==> config.mk <==
export PLATFORM = sky130hd
export DESIGN_NAME = efc_tck_dr
export DESIGN_NICKNAME = d
export VERILOG_FILES = /design/src/rtl/efc_pkg.sv /design/src/rtl/dff_ns.sv /design/src/rtl/efc_tck_cnt.sv /design/src/rtl/efc_tck_dr.sv
export SDC_FILE = /design/constraint.sdc
export NUM_CORES = 1
export LEC_CHECK = 0
export CAP_MARGIN = 10
export CORE_ASPECT_RATIO = 0.5
export CORE_MARGIN = 3
export CORE_UTILIZATION = 45
export CTS_BUF_LIST = sky130_fd_sc_hd__clkbuf_2
export CTS_CLUSTER_SIZE = 24
export DETAILED_ROUTE_END_ITERATION = 12
export GPL_ROUTABILITY_DRIVEN = 0
export PLACE_DENSITY_LB_ADDON = 0.2
export SETUP_SLACK_MARGIN = 0.4
export SYNTH_ARGS = -nofsm -noshare
export SYNTH_HDL_FRONTEND = slang
export SYNTH_SLANG_ARGS = --single-unit
export TNS_END_PERCENT = 30
==> constraint.sdc <==
create_clock -name tck -period 4.43 [get_ports tck]
set_clock_uncertainty 0.2 [all_clocks]
set_input_delay 0.6645 -clock tck [delete_from_list [all_inputs] [get_ports tck]]
set_output_delay 0.6645 -clock tck [all_outputs]
set_load 0.005 [all_outputs]
==> src/rtl/efc_pkg.sv <==
// efc_pkg: shared constants, width helper and channel index type for the efuse TCK data register
package efc_pkg;
  localparam int DEF_WIDTH = 32;
  localparam int DEF_NUM_CH = 4;
  function automatic int clog2(input int n);
    int r;
    r = 0;
    while ((1 << r) < n) r++;
    return r;
  endfunction
  localparam int DEF_CH_W = clog2(DEF_NUM_CH);
  typedef logic [DEF_CH_W-1:0] ch_idx_t;
endpackage

==> src/rtl/dff_ns.sv <==
// dff_ns: plain non-reset flop; callers fold reset into d
module dff_ns #(parameter int W = 1) (
  input  logic         clk,
  input  logic [W-1:0] d,
  output logic [W-1:0] q
);
  always_ff @(posedge clk) q <= d;
endmodule

==> src/rtl/efc_tck_cnt.sv <==
// efc_tck_cnt: saturating shift counter with clear and increment
module efc_tck_cnt #(parameter int W = 6) (
  input  logic         clk,
  input  logic         rst,
  input  logic         clr,
  input  logic         inc,
  output logic [W-1:0] cnt
);
  logic [W-1:0] cnt_d, cnt_q;
  always_comb cnt_d = (rst || clr) ? '0 : (inc && cnt_q != '1) ? cnt_q + 1'b1 : cnt_q;
  dff_ns #(.W(W)) u_cnt (.clk(clk), .d(cnt_d), .q(cnt_q));
  assign cnt = cnt_q;
endmodule

==> src/rtl/efc_tck_dr.sv <==
// efc_tck_dr: multi-channel TCK-domain JTAG data register with length-checked update and bypass
module efc_tck_dr
  import efc_pkg::*;
#(
  parameter int WIDTH     = DEF_WIDTH,
  parameter int NUM_CH    = DEF_NUM_CH,
  parameter int CH_W      = (NUM_CH > 1) ? clog2(NUM_CH) : 1,
  parameter int CNT_W     = clog2(WIDTH + 1),
  parameter int LSB_FIRST = 0
) (
  input  logic                    tck,
  input  logic                    tck_rst,
  input  logic [CH_W-1:0]         ctu_efc_chsel,
  input  logic [NUM_CH*WIDTH-1:0] read_data_ff,
  input  logic                    ctu_efc_data_in,
  input  logic                    ctu_efc_capturedr,
  input  logic                    ctu_efc_shiftdr,
  input  logic                    ctu_efc_updatedr,
  output logic                    efc_ctu_data_out,
  output logic [WIDTH-1:0]        tck_shft_data_ff,
  output logic [WIDTH-1:0]        tck_upd_data_ff,
  output logic [CH_W-1:0]         tck_upd_ch_ff,
  output logic                    tck_upd_vld,
  output logic [CNT_W-1:0]        tck_shft_cnt_ff,
  output logic                    tck_shft_err_ff
);
  logic valid_ch, cap, shf, upd, len_ok;
  logic [WIDTH-1:0] cap_data, shifted;
  logic [WIDTH-1:0] shft_d, shft_q, upd_data_d, upd_data_q;
  logic [CH_W-1:0] upd_ch_d, upd_ch_q;
  logic byp_d, byp_q, upd_vld_d, upd_vld_q, err_d, err_q;
  logic [CNT_W-1:0] cnt;
  always_comb begin
    valid_ch   = 32'(ctu_efc_chsel) < NUM_CH;
    cap        = ctu_efc_capturedr;
    shf        = !cap && ctu_efc_shiftdr;
    upd        = !cap && !ctu_efc_shiftdr && ctu_efc_updatedr && valid_ch;
    len_ok     = cnt == CNT_W'(WIDTH);
    cap_data   = read_data_ff[32'(ctu_efc_chsel)*WIDTH +: WIDTH];
    shifted    = (LSB_FIRST != 0) ? {ctu_efc_data_in, shft_q[WIDTH-1:1]}
                                  : {shft_q[WIDTH-2:0], ctu_efc_data_in};
    shft_d     = tck_rst ? '0 : (cap && valid_ch) ? cap_data : (shf && valid_ch) ? shifted : shft_q;
    byp_d      = tck_rst ? 1'b0 : (cap && !valid_ch) ? 1'b0 : (shf && !valid_ch) ? ctu_efc_data_in : byp_q;
    upd_data_d = tck_rst ? '0 : (upd && len_ok) ? shft_q : upd_data_q;
    upd_ch_d   = tck_rst ? '0 : (upd && len_ok) ? ctu_efc_chsel : upd_ch_q;
    upd_vld_d  = !tck_rst && upd && len_ok;
    err_d      = !tck_rst && (err_q || (upd && !len_ok));
  end
  efc_tck_cnt #(.W(CNT_W)) u_cnt (
    .clk(tck), .rst(tck_rst), .clr(cap && valid_ch), .inc(shf && valid_ch), .cnt(cnt)
  );
  dff_ns #(.W(WIDTH)) u_shft     (.clk(tck), .d(shft_d),     .q(shft_q));
  dff_ns #(.W(WIDTH)) u_upd_data (.clk(tck), .d(upd_data_d), .q(upd_data_q));
  dff_ns #(.W(CH_W))  u_upd_ch   (.clk(tck), .d(upd_ch_d),   .q(upd_ch_q));
  dff_ns #(.W(3))     u_flags    (.clk(tck), .d({byp_d, upd_vld_d, err_d}), .q({byp_q, upd_vld_q, err_q}));
  assign efc_ctu_data_out = !valid_ch ? byp_q : (LSB_FIRST != 0) ? shft_q[0] : shft_q[WIDTH-1];
  assign tck_shft_data_ff = shft_q;
  assign tck_upd_data_ff  = upd_data_q;
  assign tck_upd_ch_ff    = upd_ch_q;
  assign tck_upd_vld      = upd_vld_q;
  assign tck_shft_cnt_ff  = cnt;
  assign tck_shft_err_ff  = err_q;
endmodule

==> impl_metrics.yaml <==
outcome:
  status: "finished, final reports clean"
setup_path:
  crit_path_max_fanout: 8
  path_delay_family: "buffers and inverters"
  critical_path_class: "reg -> out"
  endpoint_kind: "output port"
  path_cells: "clkdlybuf4s50_1"
  crit_buf_inv: 1
  cp_slowest_stage_delay_ns: 0.56
  crit_path_top_delay_cell: "clkdlybuf4s50_1"
  startpoint_type: "flip-flop"
  worstPathRequired_ns: 3.57
  crit_arrival_ns: 1.63
die:
  die_w_um: 144
  coreArea_um2: 8980
  pin_count: 211
  dieArea_um2: 10800
  fp.dieH_um: 75.0
  start_util_pct: 47.7
  rows: 24
global_routing:
  grt.overflow.total: 0
  grt_pass1_wl_um: 17300
  antenna_found_initial: 0
  grt_max_degree: 68
  grt_pass1_vias: 3523
  grt_usage_pct: 20.6
synth:
  synth_ff_type: "dfxtp_1"
  muxShareOfSynthArea_pct: 40.9
  synth_warnings: 0
  synth_edf_count: 0
  synth-simple-area-share_pct: 16.0
  ys_ff_latch: 74
  yosysTopAreaCell: "dfxtp_1"
  syn-mean-instance-area_um2: 11.4
  mappedNetlistArea_um2: 4280
  synth_seq_area_share_pct: 34.6
  synth_compound_area_share_pct: 1.78
  synth_xor_area_share_pct: 0
  synth_top_area_share_pct: 34.6
  synth_top_family_by_area: "multiplexers"
  synth.net_count: 513
  synthAdderAreaFrac_pct: 0.584
  synth.area.top_cells: "dfxtp_1, mux4_2, mux2i_1"
  synth_cell_types: 33
  syn_inst: 375
  synthArstFlopShare_pct: 0
sta:
  tightest_slew_ns: 1.03
  hold_viol_final: 0
  fmax_mhz: 402
  rsz0062_at_grt: "no"
  layout_min_cycle_time_ns: 2.49
  finalSetupTns_ns: 0
  drv_slew: 0
  setup_violations: 0
  relSlewSlack_pct: 31.1
  fin_crit_sh_pct: 56.2
cts:
  hold_buffers: 0
  cts_buffers: 9
  ctsResizeCount: 0
  clk_path_buf_depth: 2
  cts.clk_slew.worst_paths_ns: 0.23
  postCtsSetupBuffers: 0
  cts_tree: "built"
  clock_latency_ns: 0.54
  h-tree-depth: 3
  cts.sinks: 74
  root_buffer: "clkbuf_2"
layout:
  syn2layout_area_growth_pct: 49.7
  layout_commonest_cell: "clkdlybuf4s50_1"
  fin_nets: 705
  layout-drive-gt1-share_pct: 16.1
  fillers: 716
  multi_input_area_um2: 2540
  diodes: 0
  ff_latch_area_um2: 1480
  final_cell_mix: "clkdlybuf4s50_1, dfxtp_1, nand2b_1, mux2i_1, nor2_1"
  final_util_pct: 71.4
power:
  vdd_ir_drop_max_v: 0.0000987
  powerDensity_nw_per_um2: 227
  p_leak_nw: 2.38
route:
  vias: 3523
  ant_nets: 0
  first_pass_iters: 4
  route.detailed.drc: 0
  first_iter_violations: 107
  via_per_inst: 5.11
  wire_per_inst_um: 16.6
  wirelength_um: 11400
placed_design:
  io_buffers: 210
  hpwlAfterDp_um: 8260
job:
  drv_cap: 0
min_path:
  holdCritPathClass: "reg -> reg"
per-stage QoR:
step,cell area (um2),power (mW),instances,hold WS [ns],setup slack (ns)
2_1_floorplan,4280,0.899,375,0.265,2.49
3_3_place_gp,6280,1.08,672,0.258,1.56
3_5_place_dp,6280,1.09,672,0.261,1.49
4_1_cts,6390,1.47,688,0.290,1.90
5_1_grt,6410,1.54,689,0.301,1.81
6_report,6410,1.46,689,0.287,1.94
cell usage after synthesis, drive strengths merged, types with 2 or more instances:
cell type,count
inv,5
dfxtp,74
mux2i,68
buf,21
ha,2
nand2b,68
nor2,33
nand2,7
a311oi,2
and3,2
o21ai,3
mux4,32
and3b,2
clkbuf,11
a31oi,2
mux2,31
layout make-up:
cell class	count	share of cell area, %
clock inverter	7	1.09
multi-input combinational	264	39.6
timing repair buffer	213	32.9
tap	117	2.28
inverter	5	0.293
clock buffer	9	0.702
sequential	74	23.1
final timing paths:
| check | from | endpoint | slack, ns | cells past startpoint |
|---|---|---|---|---|
| setup / recovery | u_cnt.u_cnt.q[5] | tck_shft_cnt_ff[5] | 1.94 | 1 |
| hold / removal | u_upd_data.q[19] | u_upd_data.q[19] | 0.29 | 2 |
| setup reg to reg | u_cnt.u_cnt.q[0] | u_upd_data.q[10] | 2.02 | 5 |
| hold reg to reg | u_upd_data.q[19] | u_upd_data.q[19] | 0.29 | 2 |
cell families after synthesis:
| group | count (synthesis) |
|---|---|
| AOI/OAI and AO/OA | 11 |
| adders and majority gates | 2 |
| buffers and inverters | 37 |
| DFF | 74 |
| muxes | 131 |
| and+or+nand+nor | 120 |
state kept, by name (all words and copies together), names as in the netlist:
name           cells
u_upd_data.q      32
u_cnt.u_cnt.q      6
u_flags.q          2
u_upd_ch.q         2
u_shft.q          32
power by group:
| group | switching (mW) | total (mW) | internal (mW) | leakage [nW] |
|---|---|---|---|---|
| Clock | 0.252 | 0.381 | 0.129 | 0.0716 |
| Sequential | 0.0253 | 0.717 | 0.692 | 0.603 |
| Combinational | 0.107 | 0.357 | 0.250 | 1.70 |
| Total | 0.385 | 1.46 | 1.07 | 2.38 |
metal layers:
layer | part of all wire [%] | global-route usage (%) | wire length, um
met5 | 0 | 0 | 0
met2 | 50 | 35.3 | 5730
met3 | 6.1 | 7.36 | 693
met1 | 43 | 25.4 | 4860
met4 | 1.1 | 5.01 | 126
Note: power is estimated with default switching activity, not from simulation.
